### src/rtl/mdio_arbiter.sv
// Round-robin arbiter sharing one Clause-22 MDIO frame generator between NUM_REQ requesters.
// Latches the winner's frame, launches the generator, and returns read data, completion or timeout.
module mdio_arbiter #(
    parameter int unsigned NUM_REQ = 4,
    parameter int unsigned TIMEOUT = 1024
) (
    input  logic                    CLK,
    input  logic                    RESET,
    input  logic [NUM_REQ-1:0]      REQ,
    input  logic [NUM_REQ-1:0]      REQ_WR,
    input  logic [10*NUM_REQ-1:0]   REQ_ADDR,
    input  logic [16*NUM_REQ-1:0]   REQ_WDATA,
    output logic [NUM_REQ-1:0]      GNT,
    output logic [NUM_REQ-1:0]      DONE_OUT,
    output logic [15:0]             RDATA,
    output logic                    ERR,
    output logic                    MDIO_START,
    output logic [31:0]             T_DATA,
    input  logic                    GEN_DONE,
    input  logic [15:0]             RD_DATA_IN
);

    localparam int unsigned PW = (NUM_REQ > 1) ? $clog2(NUM_REQ) : 1;
    localparam int unsigned TW = $clog2(TIMEOUT);

    typedef enum logic [1:0] {
        S_IDLE  = 2'd0,
        S_ISSUE = 2'd1,
        S_WAIT  = 2'd2,
        S_RESP  = 2'd3
    } state_t;

    state_t               state, state_nxt;
    logic [PW-1:0]        ptr, ptr_nxt;
    logic [TW-1:0]        timer, timer_nxt;
    logic [NUM_REQ-1:0]   gnt_q, gnt_nxt;
    logic [NUM_REQ-1:0]   done_q, done_nxt;
    logic [15:0]          rdata_q, rdata_nxt;
    logic                 err_q, err_nxt;
    logic                 start_q, start_nxt;
    logic [31:0]          tdata_q, tdata_nxt;
    logic                 cur_wr, cur_wr_nxt;

    logic [9:0]           addr_a  [NUM_REQ];
    logic [15:0]          wdata_a [NUM_REQ];
    logic                 win_found;
    logic [PW-1:0]        win_idx;
    int unsigned          cand;
    logic [31:0]          frame_c;

    // Unpack the flat per-requester buses
    always_comb begin
        for (int unsigned i = 0; i < NUM_REQ; i++) begin
            addr_a[i]  = REQ_ADDR[i*10 +: 10];
            wdata_a[i] = REQ_WDATA[i*16 +: 16];
        end
    end

    // First pending request after the last winner, wrapping
    always_comb begin
        win_found = 1'b0;
        win_idx   = '0;
        cand      = 0;
        for (int unsigned k = 1; k <= NUM_REQ; k++) begin
            cand = (32'(ptr) + k) % NUM_REQ;
            if (!win_found && REQ[PW'(cand)]) begin
                win_found = 1'b1;
                win_idx   = PW'(cand);
            end
        end
    end

    assign frame_c = {2'b01,
                      REQ_WR[win_idx] ? 2'b01 : 2'b10,
                      addr_a[win_idx][9:5],
                      addr_a[win_idx][4:0],
                      2'b10,
                      REQ_WR[win_idx] ? wdata_a[win_idx] : 16'h0000};

    always_ff @(posedge CLK) begin
        if (RESET) begin
            state   <= S_IDLE;
            ptr     <= PW'(NUM_REQ - 1);
            timer   <= '0;
            gnt_q   <= '0;
            done_q  <= '0;
            rdata_q <= '0;
            err_q   <= 1'b0;
            start_q <= 1'b0;
            tdata_q <= '0;
            cur_wr  <= 1'b0;
        end else begin
            state   <= state_nxt;
            ptr     <= ptr_nxt;
            timer   <= timer_nxt;
            gnt_q   <= gnt_nxt;
            done_q  <= done_nxt;
            rdata_q <= rdata_nxt;
            err_q   <= err_nxt;
            start_q <= start_nxt;
            tdata_q <= tdata_nxt;
            cur_wr  <= cur_wr_nxt;
        end
    end

    always_comb begin
        state_nxt  = state;
        ptr_nxt    = ptr;
        timer_nxt  = timer;
        gnt_nxt    = gnt_q;
        done_nxt   = '0;
        rdata_nxt  = rdata_q;
        err_nxt    = err_q;
        start_nxt  = 1'b0;
        tdata_nxt  = tdata_q;
        cur_wr_nxt = cur_wr;

        case (state)
            S_IDLE: begin
                gnt_nxt = '0;
                if (win_found) begin
                    gnt_nxt[win_idx] = 1'b1;
                    tdata_nxt        = frame_c;
                    cur_wr_nxt       = REQ_WR[win_idx];
                    ptr_nxt          = win_idx;
                    start_nxt        = 1'b1;
                    state_nxt        = S_ISSUE;
                end
            end
            S_ISSUE: begin
                timer_nxt = '0;
                state_nxt = S_WAIT;
            end
            S_WAIT: begin
                timer_nxt = timer + TW'(1);
                // A completion in the timeout cycle still counts as success
                if (GEN_DONE) begin
                    rdata_nxt = cur_wr ? 16'h0000 : RD_DATA_IN;
                    err_nxt   = 1'b0;
                    done_nxt  = gnt_q;
                    state_nxt = S_RESP;
                end else if (timer == TW'(TIMEOUT - 1)) begin
                    rdata_nxt = 16'h0000;
                    err_nxt   = 1'b1;
                    done_nxt  = gnt_q;
                    state_nxt = S_RESP;
                end
            end
            S_RESP: begin
                gnt_nxt   = '0;
                state_nxt = S_IDLE;
            end
            default: state_nxt = S_IDLE;
        endcase
    end

    assign GNT        = gnt_q;
    assign DONE_OUT   = done_q;
    assign RDATA      = rdata_q;
    assign ERR        = err_q;
    assign MDIO_START = start_q;
    assign T_DATA     = tdata_q;

endmodule
### config.mk
export PLATFORM = sky130hd
export DESIGN_NAME = mdio_arbiter
export DESIGN_NICKNAME = d
export VERILOG_FILES = /design/src/rtl/mdio_arbiter.sv
export SDC_FILE = /design/constraint.sdc
export NUM_CORES = 1
export LEC_CHECK = 0
export ABC_CLOCK_PERIOD_IN_PS = 2050
export BUFFER_PORTS_ARGS = -buffer_cell sky130_fd_sc_hd__buf_2
export CORE_AREA = 5 5 101 103
export CTS_BUF_LIST = sky130_fd_sc_hd__clkbuf_4 sky130_fd_sc_hd__clkbuf_8
export CTS_CLUSTER_DIAMETER = 60
export DETAILED_ROUTE_END_ITERATION = 12
export DIE_AREA = 0 0 106 108
export PLACE_DENSITY = 0.71
export SETUP_SLACK_MARGIN = 0.02
export SLEW_MARGIN = 40
export SYNTH_ARGS = -nofsm -noshare
export SYNTH_HDL_FRONTEND = slang
export SYNTH_SLANG_ARGS = --single-unit
### constraint.sdc
create_clock -name CLK -period 2.05 [get_ports CLK]
set_input_delay 0.3075 -clock CLK [delete_from_list [all_inputs] [get_ports CLK]]
set_output_delay 0.3075 -clock CLK [all_outputs]
set_load 0.02 [all_outputs]
==> flow_summary.toml <==
[global_routing]
gr-total-overflow = 0
grt_pass1_vias = 3560
track_usage = 0.1772
antenna_found_initial = 0
grt_max_degree = 32
grt_pass1_wl_mm = 16.68

[detailed_routing]
ant_nets = 0
dr_total_vias = 3772
drt_first_pass_iters = 4
drc = 0
viasPerCell = 5.050
drt-initial-drc-count = 82
wirelength_mm = 10.52
wl_per_cell_um = 14.08

[floorplan]
core_mm2 = 0.009109
num_rows = 35
die_w_um = 106
dieArea_mm2 = 0.01145
die-height_um = 108
io_pins = 189
start_util = 0.3922

[worst_hold_path]
hold_class = "input pin to register"

[critical_path]
crit_path_start_kind = "register"
rr_worst_depth = 7
cp-startpoint = "timer[0]"
reg2reg_from = "timer[0]"
worst-path-max-fanout = 16
endpoint = "RDATA[5]"
end_kind = "register"
critPathArrivalTime_ps = 2060
crit_type = "register to register"
required_ps = 2310
r2r_setup_slack_ps = 250
worstReg2RegEnd = "RDATA[5]"

[sta]
slew_violations = 0
worstMarginPinSlew_ps = 526.3
max_freq_mhz = 555.0
rsz0062_at_grt = "no"
relSlewSlack = 0.6491
final_hold_viol_count = 0
clock_skew_ps = 7.779
fin_crit_ps = 1802
whs_ps = 187.9
setup_viol = 0
setup_tns_ps = 0
post-route-period-util = 0.8789

[cts]
cts_max_path_buffers = 2
cts_root_buf = "clkbuf_8"
holdBufCountCts = 0
cts_buffers = 9
htreeDepth = 3
cts.clk_slew.worst_paths_ps = 80
cts_tree = "built"
numClockSinks = 69
clock_latency_ps = 340

[final_layout]
nNetsFinal = 767
areaGrowthSynthToFinish_pct = 38.77
drive_above_1_share = 0.3695
antenna_cells = 0

[logic_synthesis]
yosysMostFrequentCell = "nand2_1"
synth_cell_types = 38
synth.area.top_cells = "dfxtp_1 (39%), mux2i_1 (14%), nand2_1 (10%), a21oi_1 (6.7%), nand3_1 (4.5%)"
synth_cells = 446
ys_ff_latch = 69
synth_area_per_cell_um2 = 8.009
synth-main-ff-cell = "dfxtp_1"
syn_area_mm2 = 0.003572
ys_seq_area_frac = 0.3867
async_flop_share = 0
ys_warn_count = 0
synth_edf_count = 0
synth_top_cell_area_share = 0.3867
yosys.area.top_type = "dfxtp_1"
ys_top_cells_by_count = "nand2_1 (97), dfxtp_1 (69), mux2i_1 (50)"

[place]
dp_hpwl_mm = 8.293
gp_congestion = 0.8415
portBuffers = 186

[pwr]
power.density_mw_per_mm2 = 1242
vdd_drop_max_mv = 0.7415
power_leakage_uw = 0.002380

[status]
status = "complete, no violations"

[flow_run]
maxCapViolCount = 0
sequential cells by signal, summed over array words and instances, names as in the netlist:
signal,cells
DONE_OUT,4
ERR,1
GNT,4
MDIO_START,1
RDATA,16
T_DATA,29
ptr,2
state,2
timer,10
layout make-up:
class,count,area (µm²)
Sequential cell,69,1383
Multi-Input combinational cell,336,2026
Clock inverter,7,97.59
Timing Repair Buffer,209,1166
Inverter,6,22.52
Clock buffer,9,123.9
Tap cell,111,138.9
Fill cell,871,4151
per-layer routing:
| metal | GRT usage | part of all wire |
|---|---|---|
| met5 | 0 | 0 |
| met4 | 0.05643 | 0.0083 |
| met3 | 0.04896 | 0.075 |
| met2 | 0.3119 | 0.51 |
| met1 | 0.2099 | 0.41 |
how the worst min path moves through the flow:
stage | slack (ps) | endpoint | cells past startpoint | start
finish | 190 | ERR | 2 | GEN_DONE
global route | 180 | ERR | 2 | GEN_DONE
CTS | 170 | ERR | 2 | GEN_DONE
detailed placement | 440 | RDATA[6] | 2 | RDATA[6]
global placement | 440 | RDATA[6] | 2 | RDATA[6]
floorplan | 400 | ERR | 1 | GEN_DONE
power breakdown:
group / switching [µW] / total [µW] / internal, µW
clock network: 550 / 1240 / 689
logic: 1790 / 3080 / 1290
registers: 186 / 1840 / 1650
stage by stage:
stage                     area [µm²]  setup WS [ps]  std cells    util  power (µW)
final                           4957          248.2        747  0.5442        6155
after global routing            4957          82.82        747  0.5442        6612
after CTS                       4931          127.3        745  0.5413        6189
after detailed placement        4710          150.9        729  0.5170        4928
after global placement          4707          42.57        729  0.5168        4850
after floorplan                 3576          285.0        447       -        3925
worst max-delay path, cell delays in order (launching register included):
cell	delay, ps
dfxtp_1	340
ha_1	230
and4_1	210
a31oi_1	360
nand2b_1	180
buf_4	210
nand2_1	80
a21oi_1	130
logic make-up after synthesis:
group | after synthesis | synth area share
other | 1 | 0.001050
AOI/OAI and AO/OA | 93 | 0.1503
adders and majority gates | 5 | 0.01751
DFF | 69 | 0.3867
and+or+nand+nor | 177 | 0.2221
muxes | 52 | 0.1503
xor gates and xnor gates | 7 | 0.01716
buffers and inverters | 42 | 0.05499
layout by cell type, fill, tap and decap left out, types with 3 or more instances in the layout:
master,count
nand4_1,4
clkbuf_8,9
mux2i_1,50
o211ai_1,10
ha_1,4
inv_1,6
buf_4,18
nand2_1,97
a21oi_1,48
xor2_1,5
a211oi_1,4
dfxtp_1,68
nand3_1,32
o21ai_0,11
nor4_1,3
buf_12,5
buf_2,186
o21ai_1,9
nor2_1,20
and2_1,4
nand2b_1,7
repair_timing:
item | 4_1_cts | 5_1_grt
resized for setup | 0 | 4
buffers inserted | 0 | 2
endpoints found under the setup margin | 0 | 18
(Power assumes the default switching activity.)
